`src/rtl/spi_share_arbiter.sv`:
```
// spi_share_arbiter
//   Shares one SPI pad set between two requesters. The owner's ss/sclk/mosi
//   pass straight through to the pads, and pad MISO returns only to the owner.
//   A new owner is granted only after a quiet gap with ss high and sclk low.
//   Ownership ends only at a transfer boundary: req dropped while ss is high.
//
// Optional feature: define SPI_ARB_TIMEOUT_EN to bound how long one owner may
//   hold the bus. When the bound is reached the owner is revoked, timeout_irq
//   pulses for one cycle, and the revoked requester must drop req before it
//   can be granted again.
//
// Ports
//   mainClk, asyncReset        : clock, async active-high reset
//   req0/req1 -> gnt0/gnt1     : bus request / registered grant
//   ss*/sclk*/mosi*, miso*     : requester-side SPI
//   spi_ss/sclk/mosi, spi_miso : pad-side SPI
//   timeout_irq                : one-cycle pulse on a forced revoke
module spi_share_arbiter #(
  parameter int unsigned GAP_CYCLES     = 4,
  parameter int unsigned TIMEOUT_CYCLES = 65535
) (
  input  logic mainClk,
  input  logic asyncReset,
  input  logic req0,
  input  logic req1,
  output logic gnt0,
  output logic gnt1,
  input  logic ss0,
  input  logic sclk0,
  input  logic mosi0,
  input  logic ss1,
  input  logic sclk1,
  input  logic mosi1,
  output logic miso0,
  output logic miso1,
  output logic spi_ss,
  output logic spi_sclk,
  output logic spi_mosi,
  input  logic spi_miso,
  output logic timeout_irq
);

  typedef enum logic [1:0] {IDLE, OWN0, OWN1, GAP} state_t;

  localparam logic [7:0] GAP_LAST = 8'(GAP_CYCLES - 1);

  state_t     state_q, state_d;
  logic [7:0] gap_cnt_q, gap_cnt_d;
  // 1 = requester 1 was served last. Resetting to 1 makes requester 0
  // win the first tie.
  logic       last_q, last_d;
  logic       revoke;       // forced release this cycle
  logic       blk0, blk1;   // requester locked out after a revoke

`ifdef SPI_ARB_TIMEOUT_EN
  localparam logic [15:0] HOLD_LAST = 16'(TIMEOUT_CYCLES - 1);

  logic [15:0] hold_q, hold_d;
  logic        blk0_q, blk0_d, blk1_q, blk1_d;
  logic        irq_q, irq_d;
  logic        owning;

  // hold_q reads 0 on the first OWN cycle because it is 0 outside OWN.
  always_comb begin
    owning = (state_q == OWN0) || (state_q == OWN1);
    revoke = owning && (hold_q == HOLD_LAST);
    hold_d = owning ? hold_q + 16'd1 : 16'd0;
    // The lock sets on revoke and clears once req is sampled low.
    blk0_d = (revoke && state_q == OWN0) || (blk0_q && req0);
    blk1_d = (revoke && state_q == OWN1) || (blk1_q && req1);
    irq_d  = revoke;
  end

  always_ff @(posedge mainClk or posedge asyncReset) begin
    if (asyncReset) begin
      hold_q <= '0;
      blk0_q <= 1'b0;
      blk1_q <= 1'b0;
      irq_q  <= 1'b0;
    end else begin
      hold_q <= hold_d;
      blk0_q <= blk0_d;
      blk1_q <= blk1_d;
      irq_q  <= irq_d;
    end
  end

  assign blk0        = blk0_q;
  assign blk1        = blk1_q;
  assign timeout_irq = irq_q;
`else
  logic unused_cfg;
  assign unused_cfg  = ^16'(TIMEOUT_CYCLES);
  assign revoke      = 1'b0;
  assign blk0        = 1'b0;
  assign blk1        = 1'b0;
  assign timeout_irq = 1'b0;
`endif

  // State register
  always_ff @(posedge mainClk or posedge asyncReset) begin
    if (asyncReset) begin
      state_q   <= IDLE;
      gap_cnt_q <= '0;
      last_q    <= 1'b1;
    end else begin
      state_q   <= state_d;
      gap_cnt_q <= gap_cnt_d;
      last_q    <= last_d;
    end
  end

  // Next state
  always_comb begin
    state_d   = state_q;
    gap_cnt_d = gap_cnt_q;
    last_d    = last_q;
    unique case (state_q)
      IDLE: begin
        if ((req0 && !blk0) && (req1 && !blk1)) begin
          state_d = last_q ? OWN0 : OWN1;
          last_d  = ~last_q;
        end else if (req0 && !blk0) begin
          state_d = OWN0;
          last_d  = 1'b0;
        end else if (req1 && !blk1) begin
          state_d = OWN1;
          last_d  = 1'b1;
        end
      end
      OWN0: if (revoke || (!req0 && ss0)) begin
        state_d   = GAP;
        gap_cnt_d = '0;
      end
      OWN1: if (revoke || (!req1 && ss1)) begin
        state_d   = GAP;
        gap_cnt_d = '0;
      end
      GAP: begin
        if (gap_cnt_q == GAP_LAST) state_d = IDLE;
        else                       gap_cnt_d = gap_cnt_q + 8'd1;
      end
      default: state_d = IDLE;
    endcase
  end

  // Outputs: the pads idle (ss=1, sclk=0, mosi=0) unless someone owns the bus.
  always_comb begin
    gnt0     = 1'b0;
    gnt1     = 1'b0;
    miso0    = 1'b0;
    miso1    = 1'b0;
    spi_ss   = 1'b1;
    spi_sclk = 1'b0;
    spi_mosi = 1'b0;
    unique case (state_q)
      OWN0: begin
        gnt0     = 1'b1;
        miso0    = spi_miso;
        spi_ss   = ss0;
        spi_sclk = sclk0;
        spi_mosi = mosi0;
      end
      OWN1: begin
        gnt1     = 1'b1;
        miso1    = spi_miso;
        spi_ss   = ss1;
        spi_sclk = sclk1;
        spi_mosi = mosi1;
      end
      default: ;
    endcase
  end

endmodule

```
`config.mk`:
```
export PLATFORM = sky130hd
export DESIGN_NAME = spi_share_arbiter
export DESIGN_NICKNAME = d
export VERILOG_FILES = /design/src/rtl/spi_share_arbiter.sv
export SDC_FILE = /design/constraint.sdc
export NUM_CORES = 1
export LEC_CHECK = 0
export CAP_MARGIN = 40
export CORE_MARGIN = 5
export CORE_UTILIZATION = 51
export DETAILED_ROUTE_END_ITERATION = 10
export GPL_ROUTABILITY_DRIVEN = 0
export HOLD_SLACK_MARGIN = 0.06
export PLACE_DENSITY = 0.89
export SLEW_MARGIN = 20
export SYNTH_ARGS = -nofsm -noshare
export SYNTH_HDL_FRONTEND = slang
export SYNTH_SLANG_ARGS = --single-unit
```
`constraint.sdc`:
```
create_clock -name mainClk -period 2.6 [get_ports mainClk]
set_input_delay 0.52 -clock mainClk [delete_from_list [all_inputs] [get_ports mainClk]]
set_output_delay 0.52 -clock mainClk [all_outputs]
set_load 0.01 [all_outputs]
```
==> results.toml, run 1 <==
[timing]
skew_ps = 7.80
rsz0062_at_grt = "false"
finalCriticalPeriod_ps = 2470
fin_crit_sh_pct = 95.0
hold_viol_final = 0
worst_slack_ps = 129
drv_slew = 0
finalSetupTns_ps = 0
final-setup-viol-count = 0
clock.fmax_mhz = 405

[clocking]
clkSinkCount = 11
cts_tree = "done"
clk_pin_slew_ps = 80
cts_max_level = 1
cts_hold_buf = 0
clock_latency_ps = 270
numCtsBuffers = 3
cts_root_buf = "clkbuf_4"
cts_buffer_depth = 2

[pwr]
leakagePower_nw = 0.445
finalPower_w = 0.00104
p_per_area_nw_per_um2 = 1060
max-vdd-ir-drop_uv = 695

[yosys]
synthFlopType = "dfrtp_1"
synth_edf_count = 0
synth-seq-area-share_pct = 35.7
netlist_area_um2 = 774
syn_inst = 81
ys_async_sr_fraction_pct = 100
synth_area_per_cell_um2 = 9.56
netlist-cell-type-count = 30
ys_warn_count = 0
syn-num-nets = 98
ys_seq_elements = 11

[layout]
layoutNonFillerInstCount = 116
final_cell_mix = "clkdlybuf4s50_1 (17), dfrtp_1 (10), o21ai_0 (7), nand2_1 (7), a22o_1 (7)"
antenna_cells = 0
layout_commonest_cell = "clkdlybuf4s50_1"
fillCellCount = 123
drive_gt1_share_pct = 11.0
final_util_pct = 66.5
final_nets = 118
areaGrowthSynthToFinish_pct = 26.3

[route]
drc = 0
drt_iter0_markers = 14
drt-total-wl_um = 1780
avgViaCountPerCell = 5.84
routedWlPerCell_um = 15.3
ant_nets = 0
dr.pass1.iters = 4
vias = 678

[floorplanning]
die_w_um = 49.0
die-area_um2 = 2400
coreArea_um2 = 1470
die_y_um = 49.0
io_pins = 19
initial_core_util_pct = 52.6
rows = 14

[setup_path]
reg2reg_slack_ps = 720
slowest_delay_ps = 550
critPathMaxFanout = 8
path_class = "register to primary output"
r2r_end = "gap_cnt_q[0]"
rr_startpoint = "state_q[1]"
required_ps = 2080
crit_arrival_ps = 1950
end_kind = "primary output"
r2r_cells = 5
cp-endpoint = "spi_sclk"
startpoint = "state_q[1]"
start_kind = "register"
cp_slowest_cell = "clkdlybuf4s50_1"
path_cells = "inv_1 > ha_1 > a22oi_1 > nor2_1 > clkdlybuf4s50_1"

[grt]
grt_pass1_wl_um = 3030
grt_overflow = 0
grt_pass1_vias = 763
grt_util_all_layers_pct = 15.4
antenna_found_initial = 0
grt_start_max_net_pins = 12

[placement]
dpl.cell_count = 112
port_buffers = 17
hpwl_um = 1360
place_ws_ps = 292

[min_path]
hold_path.class = "input pin to asynchronous set/reset pin"

[status]
status = "complete, no violations"

[flow_run]
drv_cap = 0
[through the flow]
| step | hold slack [ps] | instance area (um2) |
|---|---|---|
| finish | 527 | 978 |
| global route | 561 | 978 |
| CTS | 541 | 976 |
| detailed placement | 535 | 950 |
| global placement | 513 | 950 |
| floorplan | 372 | 774 |
[metal layers]
| metal | global-route usage, % | share of wire, % | routed length (um) | vias to the layer above |
|---|---|---|---|---|
| met5 | 0 | 0 | 0 | - |
| met4 | 5.83 | 0.45 | 8 | 0 |
| met3 | 4.28 | 6.1 | 109 | 2 |
| met2 | 26.7 | 50 | 881 | 19 |
| met1 | 17.7 | 44 | 779 | 322 |
| li1 | - | - | - | 335 |
[sequential cells by signal, summed over array words and instances (netlist names)]
register   flops
state_q        2
last_q         1
gap_cnt_q      8
[logic make-up (layout without fill, tap and decap cells)]
kind of cell,Yosys count,after routing,synth area share (%)
AND/OR/NAND/NOR,30,30,20.8
buffers and inverters,7,26,4.36
AO/OA/AOI/OAI,23,23,24.2
multiplexers,3,3,4.68
other,1,1,0.484
adder cells (fa/ha/maj),6,6,9.69
flip-flops,11,11,35.7
[critical path, delay by kind of cell, from the launching register on]
kind / cells / cell delay [ps]
buffers and inverters: 2 / 690
flip-flops: 1 / 410
adder cells (fa/ha/maj): 1 / 370
AO/OA/AOI/OAI: 1 / 120
AND/OR/NAND/NOR: 1 / 100
[what timing repair did]
| action | 4_1_cts | 5_1_grt |
|---|---|---|
| buffers inserted | 0 | 0 |
| gates resized for setup | 0 | 1 |
| endpoints found under the setup margin | 0 | 1 |
[cell usage after synthesis, drive strengths merged (2+ instances only)]
library cell / n / area share (%)
inv: 5 / 2.4
and3: 2 / 1.8
a22o: 7 / 7.9
mux2: 2 / 3.4
dfrtp: 10 / 32
a22oi: 2 / 1.9
and2: 2 / 1.6
a221o: 3 / 4.0
ha: 6 / 9.7
nand2b: 3 / 2.4
nand3: 3 / 1.9
buf: 2 / 1.9
o21ai: 7 / 4.5
nor3: 2 / 1.3
nor2: 6 / 2.9
nor4: 2 / 1.6
nand2: 7 / 3.4
[area by class of cell]
class,count,area (um2),area share [%]
multi-input combinational,63,467,47.7
sequential,11,277,28.3
timing repair buffer,17,170,17.4
clock buffer,4,26.3,2.69
tap,16,20.0,2.05
inverter,5,18.8,1.92
[power by group]
group	internal, W	switching, W	leakage, nW	total [W]
Combinational	0.000330	0.000333	0.285	0.000663
Clock	0.0000594	0.0000619	0.0150	0.000121
Sequential	0.000217	0.0000366	0.145	0.000253
Total	0.000607	0.000432	0.445	0.00104
[how the worst min path moves through the flow]
stage | from | end | slack (ps)
6_report | asyncReset | state_q[0] | 530
4_1_cts | asyncReset | state_q[0] | 540
3_3_place_gp | last_q | last_q | 510
5_1_grt | asyncReset | state_q[1] | 560
2_1_floorplan | asyncReset | gap_cnt_q[0] | 370
3_5_place_dp | last_q | last_q | 540
Power figures use the tool's default switching activity.
==> run 2, diff against run 1 <==
Settings changed: CORE_ASPECT_RATIO from default to 1.2, CORE_UTILIZATION 51 to 47, CTS_CLUSTER_SIZE from default to 14, PLACE_DENSITY 0.89 to 0.84, TNS_END_PERCENT from default to 30.
==> run 2 against run 1 <==
Against the previous run:
- global-route usage increased by 0.49 points
- flip-flop and latch count unchanged
- cell count is 1.7% higher
- register-to-register slack better by 50 ps
- total power shrank 1.2%
- worst setup slack improved by 15 ps
- via count increased by 4.0%
- worst hold slack better by 14 ps
- non-clock buffer count did not move
- critical path type unchanged
- largest cell class unchanged
- highest routed layer unchanged
==> results.toml, run 2 (synthesis gave the netlist of run 1 again) <==
[status]
status = "complete, no violations"

[layout]
fin_area_um2 = 981
drive_gt1_share_pct = 11.0
largest-register = "gap_cnt_q"
largest_reg_flops = 8
layout_top_registers = "gap_cnt_q x8, state_q x2, last_q x1"
antenna_cells = 0
final_nets = 118
layout_commonest_cell = "clkdlybuf4s50_1"
final_cell_mix = "clkdlybuf4s50_1 (17), dfrtp_1 (10), o21ai_0 (7), nand2_1 (7), a22o_1 (7)"
areaGrowthSynthToFinish_pct = 26.7

[route]
drt_iter0_markers = 14
vias = 705
dr.pass1.iters = 4
ant_nets = 0
routedWlPerCell_um = 14.2
avgViaCountPerCell = 5.97
drc = 0
drt-total-wl_um = 1680

[timing]
rsz0062_at_grt = "false"
drv_slew = 0
finalSetupTns_ps = 0
clock.fmax_mhz = 407
finalCriticalPeriod_ps = 2460
fin_crit_sh_pct = 94.5
skew_ps = 2.65
worst_slack_ps = 144
hold_ws_ps = 541
final-setup-viol-count = 0
hold_viol_final = 0

[setup_path]
critPathMaxFanout = 8
crit_arrival_ps = 1940
cp-endpoint = "spi_sclk"
path_class = "register to primary output"
rr_startpoint = "state_q[1]"
r2r_cells = 5
end_kind = "primary output"
reg2reg_slack_ps = 770
path_cells = "inv_1 > ha_1 > a22oi_1 > nor2_1 > clkdlybuf4s50_1"
start_kind = "register"
cp_slowest_cell = "clkdlybuf4s50_1"
slowest_delay_ps = 540
required_ps = 2080
r2r_end = "gap_cnt_q[0]"
startpoint = "state_q[1]"

[floorplanning]
die_w_um = 47.1
die-area_um2 = 2560
io_pins = 19
initial_core_util_pct = 48.4
coreArea_um2 = 1600
rows = 16
die_y_um = 54.5

[pwr]
leakagePower_nw = 0.445
switchingPower_w = 0.000420
sequentialPowerShare_pct = 24.5
p_sw_share_pct = 41.0
p_per_area_nw_per_um2 = 1050
power_frac_comb_pct = 64.2
max-vdd-ir-drop_uv = 725
p_clk_share_pct = 11.2
intPower_w = 0.000605

[grt]
antenna_found_initial = 0
grt_overflow = 0
grt_util_all_layers_pct = 15.9
grt_start_max_net_pins = 12
grt_pass1_wl_um = 2910
grt_pass1_vias = 685

[clocking]
numCtsBuffers = 3
cts_buffer_depth = 2
clkSinkCount = 11
clk_pin_slew_ps = 70
clock_latency_ps = 260
cts_max_level = 1
cts_root_buf = "clkbuf_4"
cts_hold_buf = 0
cts_tree = "done"

[placement]
hpwl_um = 1370
port_buffers = 17
place_ws_ps = 306
place_area_um2 = 952

[flow_run]
drv_cap = 0

[min_path]
hold_path.class = "input pin to asynchronous set/reset pin"
==> run 2: layout make-up <==
type / count / area [um2]
repair buffers: 17 / 170
flip-flops and latches: 11 / 277
clock buffers: 4 / 26.3
multi-input cells: 63 / 467
fillers: 146 / 621
well taps: 18 / 22.5
inverters: 5 / 18.8
==> run 2: what timing repair did <==
action                                 4_1_cts  5_1_grt
setup buffers                                0        0
endpoints found under the hold margin        0        0
setup endpoints to repair                    0        2
gates resized for setup                      0        1
==> run 2: worst min-delay path by stage <==
stage / slack [ps] / endpoint / from / cells past startpoint
2_1_floorplan: 370 / gap_cnt_q[0] / asyncReset / 1
3_3_place_gp: 510 / last_q / last_q / 2
3_5_place_dp: 540 / last_q / last_q / 2
4_1_cts: 540 / last_q / last_q / 2
5_1_grt: 580 / gap_cnt_q[4] / asyncReset / 2
6_report: 540 / state_q[1] / asyncReset / 2
==> run 2: stage by stage <==
stage	power, W	util, %	cells
floorplan	0.000701	-	81
global route	0.00112	61.3	118
finish	0.00103	61.3	118
detailed placement	0.000910	59.5	114
CTS	0.00103	61.1	118
global placement	0.000884	59.5	114
==> run 2: critical path, delay by kind of cell, from the launching register on <==
kind | cells | cell delay, ps
buf+inv | 2 | 670
compound gates | 1 | 130
simple gates | 1 | 100
flops | 1 | 400
fa+ha+maj | 1 | 370
==> run 2: routing by layer <==
metal | vias to the layer above | GRT usage [%] | share of wire (%)
met5 | - | 0 | 0
met3 | 2 | 4.93 | 6.5
met4 | 0 | 4.15 | 0.89
met1 | 341 | 18.4 | 42
met2 | 27 | 27.8 | 51
li1 | 335 | - | -
==> run 2: power groups by stage <==
stage / combinational (W) / clock, W / sequential (W)
finish: 0.000659 / 0.000115 / 0.000252
floorplan: 0.000456 / 0 / 0.000244
detailed placement: 0.000657 / 0 / 0.000253
global placement: 0.000633 / 0 / 0.000251
CTS: 0.000658 / 0.000117 / 0.000251
global route: 0.000737 / 0.000122 / 0.000259
==> edit 1: new RTL, config.mk and constraints of run 1 <==
Add a define of `SPI_ARB_TIMEOUT_EN`.
--- a/src/rtl/spi_share_arbiter.sv
+++ b/src/rtl/spi_share_arbiter.sv
@@ -15,6 +15,8 @@
 //   ss*/sclk*/mosi*, miso*     : requester-side SPI
 //   spi_ss/sclk/mosi, spi_miso : pad-side SPI
 //   timeout_irq                : one-cycle pulse on a forced revoke
+`define SPI_ARB_TIMEOUT_EN
+
 module spi_share_arbiter #(
   parameter int unsigned GAP_CYCLES     = 4,
   parameter int unsigned TIMEOUT_CYCLES = 65535
Check against the original RTL: same outputs for any inputs over 10 cycles, from zero or initial values and one cycle with asyncReset high; that may be too few to reach the edited logic, so the function may still have changed.
==> edit 1 against run 1 <==
- final area rose by 110%
- final cell count rose by 110%
- maximum frequency rose by 1.3%
- sequential cell count rose by 19
- routed wire length rose by 94%
- via count rose by 100%
- register-to-register slack got worse by 240 ps
- worst setup slack improved by 32 ps
- sequential share of layout area rose by 8.7 points
- power rose by 83%
- core utilization fell by 5.1 points
- synthesized area rose by 120%
- critical path type unchanged
- highest routed layer unchanged
==> edit 1: results (changes against run 1) <==
Worst vdd ir: 0.947 mV (+36%)
HPWL Detailed: 2480 um (+82%)
Grt met3 use: 5.09% (+0.81 points)
Psw: 0.760 mW (+76%)
Cell Area, Placed: 1950 um2 (+110%)
Met2 wire len: 1710 um (+94%)
Worst R2R Path Depth: 6 (+1)
Net Count, Synth: 194 (+98%)
Max H-tree Level: 2 (+1)
Worst-Skew Late Latency: 330 ps (+60 ps)
Wire length on met3: 118 um (+8.3%)
Largest net degree at the start of global routing: 31 (+19)
Post-synthesis sequential area ratio: 43.3% (+7.6 points)
CTS Buf Count: 5 (+2)
Crit path max fanout: 7 (-1)
P_comb: 0.976 mW (+47%)
Met2 GRT Util: 28.5% (+1.8 points)
Synth area leaders: dfrtp_1 (42%), ha_1 (5.0%), xor2_1 (4.5%)
Iteration-0 DRC Markers: 43 (+29)
Std cell rows: 21 (+7)
Fin nets: 214 (+81%)
Fill cell count: 298 (+140%)
Met1 GRT Util: 21.3% (+3.6 points)
Status: finished, final reports clean
Hold Path Class: flip-flop to flip-flop
Top post-synthesis cells by count: dfrtp_1 (29), nor2_1 (16), inv_1 (12)
Layout cells sized above 1: 13.2% (+2.2 points)
Clk_skew: 3.36 ps (-4.44 ps)
Post-CTS sizing: 1 (+1)
edit 1: cell count changes after synthesis, moves of 5 or more:
cell,before,now
a22o_1,7,2
dfrtp_1,10,29
nor2_1,6,16
xor2_1,0,9
inv_1,5,12
nand4_1,0,6
edit 1: per-stage QoR:
stage          hold slack (ps)  cells  power (mW)  setup WS (ps)
2_1_floorplan              437    176        1.28            557
3_3_place_gp               462    235        1.56            320
3_5_place_dp               478    235        1.59            319
4_1_cts                    490    243        1.91           72.5
5_1_grt                    526    243        2.05           10.6
6_report                   486    243        1.90            161
edit 1: layout make-up:
| class | count | area [um2] | share of cell area (%) |
|---|---|---|---|
| Inverter | 12 | 45.0 | 2.22 |
| Multi-Input combinational cell | 126 | 912 | 44.9 |
| Clock buffer | 7 | 55.1 | 2.71 |
| Clock inverter | 1 | 5.00 | 0.246 |
| Timing Repair Buffer | 21 | 205 | 10.1 |
| Sequential cell | 30 | 752 | 37.0 |
| Tap cell | 46 | 57.6 | 2.83 |
edit 1: final timing paths:
check / slack, ps / end / startpoint
worst max-delay path: 160 / spi_mosi / state_q[0]
worst min-delay path: 490 / hold_q[0] / hold_q[0]
worst max register to register: 480 / gap_cnt_q[2] / state_q[0]
worst min register to register: 490 / hold_q[0] / hold_q[0]
max in group asynchronous: 1730 / last_q / asyncReset
min in group asynchronous: 560 / hold_q[13] / asyncReset
edit 1: cell families (layout without fill, tap and decap cells):
| logic type | after synthesis | count (layout) | share of synthesized area, % |
|---|---|---|---|
| compound gates | 42 | 42 | 17.7 |
| xor+xnor | 10 | 10 | 5.04 |
| fa+ha+maj | 7 | 7 | 5.04 |
| buf+inv | 20 | 41 | 5.19 |
| flops | 30 | 30 | 43.3 |
| mux | 2 | 2 | 1.44 |
| simple gates | 65 | 65 | 22.3 |
==> edit 2: new RTL, settings of run 1 <==
Without the edit above. Re-encode `state_t` (4 states) as one-hot, 4 bits wide.
--- a/src/rtl/spi_share_arbiter.sv
+++ b/src/rtl/spi_share_arbiter.sv
@@ -40,7 +40,7 @@
   output logic timeout_irq
 );
 
-  typedef enum logic [1:0] {IDLE, OWN0, OWN1, GAP} state_t;
+  typedef enum logic [3:0] {IDLE = 4'b0001, OWN0 = 4'b0010, OWN1 = 4'b0100, GAP = 4'b1000} state_t;
 
   localparam logic [7:0] GAP_LAST = 8'(GAP_CYCLES - 1);
 
Function: same outputs for any inputs over 10 cycles, from zero or initial values and one cycle with asyncReset high; not proved beyond that.
==> edit 2 against run 1 <==
- synthesized area rose by 11%
- critical path type unchanged
- power is 17% lower
- sequential share of layout area increased by 2.6 points
- largest cell class unchanged
- routed wire length increased by 13%
- sequential cell count up 2
- combinational power decreased by 45%
- highest routed layer unchanged
- final area is 8.6% higher
- worst setup slack got worse by 12 ps
==> edit 2: results (changes against run 1) <==
Crit path max fanout: 8 (unchanged)
WL final: 2000 um (+13%)
Worst vdd ir: 0.587 mV (-16%)
WP data arrival: 1960 ps
P_leak: 0.401 nW (-9.8%)
Synth Warn #: 0 (unchanged)
Via Count: 735 (+8.4%)
Max clock buf depth: 2 (unchanged)
Net Count, Synth: 96 (-2.0%)
Distinct cells, synth: 36 (+20%)
Hold Path Class: flip-flop to flip-flop
Async SR Flop Fraction: 100% (unchanged)
Total track usage: 17.2% (+1.8 points)
Ant diodes: 0 (unchanged)
Post-synthesis sequential area ratio: 38.1% (+2.4 points)
Total negative slack: 0 ps (unchanged)
Critical-path top delay cell: clkdlybuf4s50_1
Fill cell count: 122 (-0.81%)
Layout cells sized above 1: 11.7% (+0.65 points)
Fin nets: 116 (-1.7%)
Biggest regs: gap_cnt_q x8, state_q x4, last_q x1
Cell Area, Placed: 1030 um2 (+8.2%)
HPWL Detailed: 1510 um (+11%)
Worst-Skew Late Latency: 280 ps
Status: finished, final reports clean
Worst hold path stage count: 1
Relative slew slack: 51.8%
Total setup buffers inserted after CTS: 0 (unchanged)
Clock transition at the registers of the reported paths: 80 ps (about the same)
PortBufs: 17 (unchanged)
Vias in the first global route: 758 (-0.66%)
Clk_skew: 2.35 ps (-5.45 ps)
Top post-synthesis cells by count: dfrtp_1 (11), inv_1 (8), nand2_1 (5)
Max H-tree Level: 1 (unchanged)
Initial DRT Pass Iterations: 4 (unchanged)
Largest net degree at the start of global routing: 14 (+2)
Clock root buffer: clkbuf_4
Worst R2R Path Depth: 5 (unchanged)
Initial antenna violation count: 0 (unchanged)
First-pass GRT wire length: 3360 um (+11%)
Iteration-0 DRC Markers: 16 (+2)
CTS Buf Count: 3 (unchanged)
CP max stage delay: 540 ps
Synth area leaders: dfrtp_1 (32%), dfstp_2 (6.1%), mux2i_1 (3.5%)
## edit 2: cell types whose count changed in the layout (fill, tap and decap cells not counted), sizes merged, moves of 3 or more
cell,run 1,this run
o211ai,0,5
o21ai,7,2
ha,6,1
inv,5,8
nor2,6,3
a21oi,1,5
a221o,3,0
nor4b,1,4
a22o,7,3
## edit 2: layout make-up
class	count	area (um2)	share of cell area, %
Inverter	8	30.0	2.83
Tap cell	16	20.0	1.88
Multi-Input combinational cell	60	480	45.2
Timing Repair Buffer	18	178	16.7
Sequential cell	13	328	30.9
Clock buffer	4	26.3	2.47
## edit 2: worst paths after layout
kind,slack [ps],from,end
hold reg to reg,530,gap_cnt_q[0],gap_cnt_q[0]
hold / removal,530,gap_cnt_q[0],gap_cnt_q[0]
max in group asynchronous,1680,asyncReset,last_q
min in group asynchronous,570,asyncReset,gap_cnt_q[0]
setup / recovery,120,state_q[1],spi_mosi
setup reg to reg,520,gap_cnt_q[0],gap_cnt_q[4]
## edit 2: timing repair
item                                    CTS  global route
endpoints found under the setup margin    3             0
resized for setup                         1             0
hold buffers                              0             0
## edit 2: power breakdown
part	total [mW]	switching (mW)	internal (mW)
combinational	0.364	0.174	0.191
sequential	0.370	0.101	0.269
clock	0.129	0.0698	0.0596
total	0.863	0.345	0.519
## edit 2: cell families (layout without fill, tap and decap cells)
| logic type | count (synthesis) | after routing | share of synthesized area, % |
|---|---|---|---|
| other cells | 1 | 1 | 0.436 |
| mux | 3 | 3 | 3.49 |
| buf+inv | 11 | 30 | 6.99 |
| flops | 13 | 13 | 38.1 |
| compound gates | 22 | 22 | 21.7 |
| fa+ha+maj | 1 | 1 | 1.46 |
| xor+xnor | 2 | 2 | 2.04 |
| simple gates | 31 | 31 | 25.8 |
## edit 2: critical path, delay by kind of cell, from the launching register on
kind,cells,cell delay [ps]
buffers and inverters,1,540
DFF,1,510
and+or+nand+nor,1,450
AOI/OAI and AO/OA,1,180
## edit 2: routing by layer
| layer | wire length (um) | part of all wire, % | vias up | GRT usage (%) |
|---|---|---|---|---|
| li1 | - | - | 351 | - |
| met1 | 840 | 42 | 363 | 20.2 |
| met2 | 1060 | 53 | 16 | 29.4 |
| met3 | 67 | 3.3 | 5 | 3.20 |
| met4 | 38 | 1.9 | 0 | 9.42 |
| met5 | 0 | 0 | - | 0 |
## edit 2: through the flow
stage / setup slack, ps / hold WS [ps] / instances / utilization, %
floorplan: 749 / 396 / 84 / -
global placement: 305 / 493 / 115 / 65.9
detailed placement: 267 / 513 / 115 / 65.9
CTS: 110 / 526 / 119 / 68.1
global route: 10.8 / 553 / 119 / 68.1
finish: 117 / 527 / 119 / 68.1
